<file path="src/rtl/cut_bist_pkg.sv">
// Shared FSM encoding, LFSR taps and MISR polynomial for the CUT BIST controller.
package cut_bist_pkg;

    typedef enum logic [1:0] {
        ST_IDLE,
        ST_DRIVE,
        ST_COMPARE,
        ST_DONE
    } bist_state_t;

    // x^36 + x^11 + 1: feedback taken from bits 35 and 10 of the shifting register
    localparam int LFSR_TAP_HI = 35;
    localparam int LFSR_TAP_LO = 10;

    localparam logic [15:0] MISR_POLY = 16'h1021;

endpackage

</file>
<file path="src/rtl/cut_bist_misr.sv">
// Multiple-input signature register: shifts left with polynomial feedback and folds in the response.
module cut_bist_misr
    import cut_bist_pkg::*;
#(
    parameter int               SIG_W = 16,
    parameter int               RSP_W = 7,
    parameter logic [SIG_W-1:0] POLY  = SIG_W'(MISR_POLY)
) (
    input  logic             clk,
    input  logic             rst,
    input  logic             i_clr,
    input  logic             i_en,
    input  logic [RSP_W-1:0] i_rsp,
    output logic [SIG_W-1:0] o_sig
);

    logic [SIG_W-1:0] r_sig;
    logic [SIG_W-1:0] w_next;

    always_comb begin
        w_next = (r_sig << 1) ^ (r_sig[SIG_W-1] ? POLY : '0) ^ SIG_W'(i_rsp);
    end

    always_ff @(posedge clk) begin
        if (rst || i_clr) begin
            r_sig <= '0;
        end else if (i_en) begin
            r_sig <= w_next;
        end
    end

    assign o_sig = r_sig;

endmodule

</file>
<file path="src/rtl/cut_bist_ctrl.sv">
// BIST controller: LFSR pattern source, MISR response compactor and golden-signature check.
// Optional watchdog abort enabled by defining BIST_TIMEOUT_EN (adds the err output).
module cut_bist_ctrl
    import cut_bist_pkg::*;
#(
    parameter int               PAT_W     = 36,
    parameter int               RSP_W     = 7,
    parameter int               SIG_W     = 16,
    parameter int               NUM_PAT   = 1024,
    parameter logic [PAT_W-1:0] LFSR_SEED = PAT_W'(1)
) (
    input  logic             clk,
    input  logic             rst,
    input  logic             start,
    input  logic [SIG_W-1:0] golden_sig,
    output logic             busy,
    output logic             pat_valid,
    output logic [PAT_W-1:0] pat_out,
    input  logic             rsp_valid,
    input  logic [RSP_W-1:0] rsp_in,
    output logic [SIG_W-1:0] signature,
    output logic             done,
    output logic             pass
`ifdef BIST_TIMEOUT_EN
    ,
    output logic             err
`endif
);

    // An all-zero seed would lock the LFSR, so it is replaced by all-ones
    localparam logic [PAT_W-1:0] SEED     = (LFSR_SEED == '0) ? '1 : LFSR_SEED;
    localparam logic [15:0]      LAST_CNT = 16'(NUM_PAT - 1);

    bist_state_t      r_state;
    bist_state_t      w_next_state;
    logic [PAT_W-1:0] r_lfsr;
    logic [15:0]      r_cnt;
    logic             r_pass;
    logic             w_start;
    logic             w_accept;
    logic             w_last;
    logic             w_timeout;

    assign w_start  = (r_state == ST_IDLE) && start;
    assign w_accept = (r_state == ST_DRIVE) && rsp_valid;
    assign w_last   = w_accept && (r_cnt == LAST_CNT);

`ifdef BIST_TIMEOUT_EN
    logic [3:0] r_wdog;
    logic       r_err;

    // The 15th consecutive idle DRIVE cycle is the one that sees the count at 14
    assign w_timeout = (r_state == ST_DRIVE) && !rsp_valid && (r_wdog == 4'd14);

    always_ff @(posedge clk) begin
        if (rst) begin
            r_wdog <= '0;
            r_err  <= 1'b0;
        end else begin
            if (w_start || w_accept) begin
                r_wdog <= '0;
            end else if (r_state == ST_DRIVE) begin
                r_wdog <= r_wdog + 4'd1;
            end
            if (w_start) begin
                r_err <= 1'b0;
            end else if (w_timeout) begin
                r_err <= 1'b1;
            end
        end
    end

    assign err = r_err;
`else
    assign w_timeout = 1'b0;
`endif

    always_ff @(posedge clk) begin
        if (rst) begin
            r_state <= ST_IDLE;
        end else begin
            r_state <= w_next_state;
        end
    end

    always_comb begin
        w_next_state = r_state;
        busy         = 1'b1;
        pat_valid    = 1'b0;
        done         = 1'b0;
        case (r_state)
            ST_IDLE: begin
                busy = 1'b0;
                if (start) begin
                    w_next_state = ST_DRIVE;
                end
            end
            ST_DRIVE: begin
                pat_valid = 1'b1;
                if (w_last) begin
                    w_next_state = ST_COMPARE;
                end else if (w_timeout) begin
                    w_next_state = ST_DONE;
                end
            end
            ST_COMPARE: begin
                w_next_state = ST_DONE;
            end
            ST_DONE: begin
                done         = 1'b1;
                w_next_state = ST_IDLE;
            end
            default: begin
                w_next_state = ST_IDLE;
            end
        endcase
    end

    always_ff @(posedge clk) begin
        if (rst) begin
            r_lfsr <= '0;
            r_cnt  <= '0;
            r_pass <= 1'b0;
        end else begin
            if (w_start) begin
                r_lfsr <= SEED;
                r_cnt  <= '0;
                r_pass <= 1'b0;
            end else if (w_accept) begin
                r_lfsr <= {r_lfsr[PAT_W-2:0], r_lfsr[LFSR_TAP_HI] ^ r_lfsr[LFSR_TAP_LO]};
                r_cnt  <= r_cnt + 16'd1;
            end else if (r_state == ST_COMPARE) begin
                r_pass <= (signature == golden_sig);
            end
        end
    end

    cut_bist_misr #(
        .SIG_W (SIG_W),
        .RSP_W (RSP_W),
        .POLY  (SIG_W'(MISR_POLY))
    ) u_misr (
        .clk   (clk),
        .rst   (rst),
        .i_clr (w_start),
        .i_en  (w_accept),
        .i_rsp (rsp_in),
        .o_sig (signature)
    );

    // Outside DRIVE the circuit inputs are parked at zero
    assign pat_out = pat_valid ? r_lfsr : '0;
    assign pass    = r_pass;

endmodule

</file>
<file path="config.mk">
export PLATFORM = sky130hd
export DESIGN_NAME = cut_bist_ctrl
export DESIGN_NICKNAME = d
export VERILOG_FILES = /design/src/rtl/cut_bist_pkg.sv /design/src/rtl/cut_bist_misr.sv /design/src/rtl/cut_bist_ctrl.sv
export SDC_FILE = /design/constraint.sdc
export NUM_CORES = 1
export LEC_CHECK = 0
export ABC_AREA = 1
export CAP_MARGIN = 0
export CORE_MARGIN = 3
export CORE_UTILIZATION = 35
export DETAILED_ROUTE_END_ITERATION = 10
export PLACE_DENSITY_LB_ADDON = 0.25
export SLEW_MARGIN = 20
export SYNTH_ARGS = -nofsm -noshare
export SYNTH_HDL_FRONTEND = slang
export SYNTH_SLANG_ARGS = --single-unit
</file>
<file path="constraint.sdc">
create_clock -name clk -period 4.5 [get_ports clk]
set_input_delay 0.9 -clock clk [delete_from_list [all_inputs] [get_ports clk]]
set_output_delay 0.9 -clock clk [all_outputs]
set_load 0.05 [all_outputs]
</file>
==> impl_metrics.json <==
{
  "ir_drop_v": 0.000330,
  "hold_end": "r_cnt[6]$_SDFFE_PP0P_",
  "clk_path_buf_depth": 2,
  "die_w_um": 105,
  "cts_buffers": 9,
  "comb_power_share": 0.310,
  "finalSetupViolations": 0,
  "worst_pin_slew_ps": 979,
  "synth_flop_cell": "dfxtp_1",
  "grt_pass1_vias": 3087,
  "relSlewSlack": 0.346,
  "worstHoldStart": "r_cnt[6]$_SDFFE_PP0P_",
  "ant_nets": 0,
  "fin_cells": 715,
  "path_class": "flip-flop to primary output",
  "synthTopCellsByArea": "dfxtp_1, nand2_1, a21oi_1",
  "layout.nets": 614,
  "worstHoldPathType": "flip-flop to flip-flop",
  "h-tree-depth": 3,
  "worstSetupEndpointType": "primary output",
  "setup_tns_ps": 0,
  "grt_pass1_wl_um": 13700,
  "placed_cells": 699,
  "ys_ff_latch": 71,
  "skew_ps": 10.8,
  "drt-met1-wl_um": 3680,
  "pwr-share-clk": 0.323,
  "critPathRequiredTime_ps": 3600,
  "core_mm2": 0.00937,
  "synth_top_area_frac": 0.414,
  "drt-vias-per-instance": 4.55,
  "run_status": "completed",
  "row_count": 35,
  "synth_most_common_cell": "nand2_1",
  "cts_resized": 0,
  "p_int_mw": 1.23,
  "path_clk_slew_ps": 70,
  "dp_hpwl_um": 5490,
  "hold_viol_final": 0,
  "cp_data_arrival_time_ps": 2280,
  "syn_inst": 514,
  "drtIter0Drc": 137,
  "rrSetupSlack_ps": 2090,
  "synth_commonest_cells": "nand2_1, inv_1, dfxtp_1",
  "critPathMaxFanout": 39,
  "grt_max_degree": 65,
  "drive_gt1_frac": 0.0546,
  "cp-start-kind": "flip-flop",
  "powerDensity_mw_per_mm2": 426,
  "whs_path_depth": 2,
  "initial_core_util": 0.366,
  "r2r_end": "r_cnt[5]$_SDFFE_PP0P_",
  "ys_seq_area_frac": 0.414,
  "synth_warnings": 0,
  "wl_met3_um": 451,
  "drt_wl_total_um": 7860,
  "multiInputGateArea_mm2": 0.00157,
  "cts_hold_buf": 0,
  "num_io_pins": 83,
  "cts_setup_buffers": 0,
  "post_drt_wl_per_cell_um": 11.0,
  "antennaDiodeCount": 0,
  "clock_latency_ps": 340,
  "gp_congestion": 0.825,
  "highest_layer": "met4",
  "seqPwrFrac": 0.366,
  "cts_tree": "built",
  "finalCriticalPeriod_ps": 3180,
  "root_buffer": "clkbuf_8",
  "switching_share": 0.362,
  "dieHeight_um": 105,
  "p_sw_mw": 0.699,
  "maxCapViolations": 0,
  "synth_nets": 547,
  "rsz0062_at_grt": "false",
  "syn_area_mm2": 0.00343,
  "seq_area_mm2": 0.00142,
  "dr.pass1.iters": 4,
  "io_buffers": 82,
  "dieArea_mm2": 0.0110,
  "wl_met2_um": 3660,
  "rr_startpoint": "r_state[1]$_SDFFE_PP0P_",
  "period_share": 0.707,
  "synth_edf_count": 0,
  "fmax_mhz": 314,
  "ys_types": 27,
  "antenna_found_initial": 0,
  "syn_avg_cell_area_um2": 6.67,
  "overflow": 0,
  "drv_slew": 0,
  "synth_area_leader_cell": "dfxtp_1",
  "r2r_cells": 8,
  "synthToLayoutAreaGrowth_pct": 32.1,
  "num_vias": 3252,
  "drc": 0,
  "grt_usage": 0.148,
  "async_flop_share": 0,
  "n_fill_cell": 993,
  "cts_sinks": 71,
  "p_leak_nw": 1.91
}
## flip-flops by register name, indices dropped and copies added (netlist names)
| name | cells |
|---|---|
| pass | 1 |
| r_state | 2 |
| u_misr.o_sig | 16 |
| r_lfsr | 36 |
| r_cnt | 16 |
## cell type report
class	count	area share
Inverter	78	0.0646
Sequential cell	71	0.314
Multi-Input combinational cell	336	0.346
Clock inverter	5	0.0229
Tap cell	129	0.0356
Clock buffer	11	0.0312
Timing Repair Buffer	85	0.186
## worst max-delay path: stages (launching register included)
cell and delay [ps]:
dfxtp_1 340, inv_1 110, ha_1 150, buf_4 340
nand2_1 120, inv_1 70, clkdlybuf4s50_1 800
## power groups by stage
| stage | Sequential [mW] | Combinational, mW | Clock, mW |
|---|---|---|---|
| after floorplan | 0.757 | 0.418 | 0 |
| after global placement | 0.721 | 0.601 | 0 |
| after detailed placement | 0.722 | 0.606 | 0 |
| after global routing | 0.714 | 0.666 | 0.666 |
| after CTS | 0.708 | 0.610 | 0.635 |
| final | 0.708 | 0.599 | 0.625 |
## logic make-up after synthesis
kind of cell,synth area share
AND/OR/NAND/NOR,0.259
buffers and inverters,0.128
AO/OA/AOI/OAI,0.144
flip-flops,0.414
XOR/XNOR,0.0332
adder cells (fa/ha/maj),0.0219
## per-layer routing
metal,track usage,vias to the layer above
li1,-,1698
met5,0,-
met4,0.0478,0
met3,0.0389,4
met1,0.188,1471
met2,0.244,79
## placed cells by master, fill, tap and decap left out
cell and n:
xnor2_1 9, a31oi_1 1, nand3_1 7, inv_6 1, a221oi_1 1, xor2_1 4, nor3_2 1, nand3b_1 1
clkdlybuf4s50_1 82, nor3b_1 1, dfxtp_1 71, nand2_2 5, nand4_1 2, inv_1 73, o21ai_1 3, nor2_4 2
clkinv_2 1, inv_2 5, clkbuf_8 10, buf_4 3, or2_2 1, bufinv_16 3, clkbuf_1 1, nand2_1 163
nor2_1 34, o21ai_0 25, nor3_1 3, o21a_1 1, ha_1 6, a21oi_1 66
## how the worst max path moves through the flow
stage,end,from,depth (start not counted),slack [ps]
floorplan,pat_out[10],r_state[1]$_SDFFE_PP0P_,6,1740
global route,pat_out[4],r_state[1]$_SDFFE_PP0P_,6,1150
detailed placement,pat_out[31],r_state[1]$_SDFFE_PP0P_,6,1650
finish,pat_out[31],r_state[1]$_SDFFE_PP0P_,6,1320
CTS,pat_out[31],r_state[1]$_SDFFE_PP0P_,6,1270
global placement,pat_out[31],r_state[1]$_SDFFE_PP0P_,6,1690
## through the flow
step / hold slack (ps) / total power, mW / instance area [µm²] / setup slack [ps] / utilization
final: 471 / 1.93 / 4530 / 1320 / 0.484
after detailed placement: 467 / 1.33 / 4290 / 1650 / 0.458
after global routing: 501 / 2.05 / 4530 / 1150 / 0.484
after floorplan: 444 / 1.17 / 3430 / 1740 / -
after CTS: 478 / 1.95 / 4530 / 1270 / 0.484
after global placement: 457 / 1.32 / 4290 / 1690 / 0.458
Note: power is estimated with default switching activity, not from simulation.
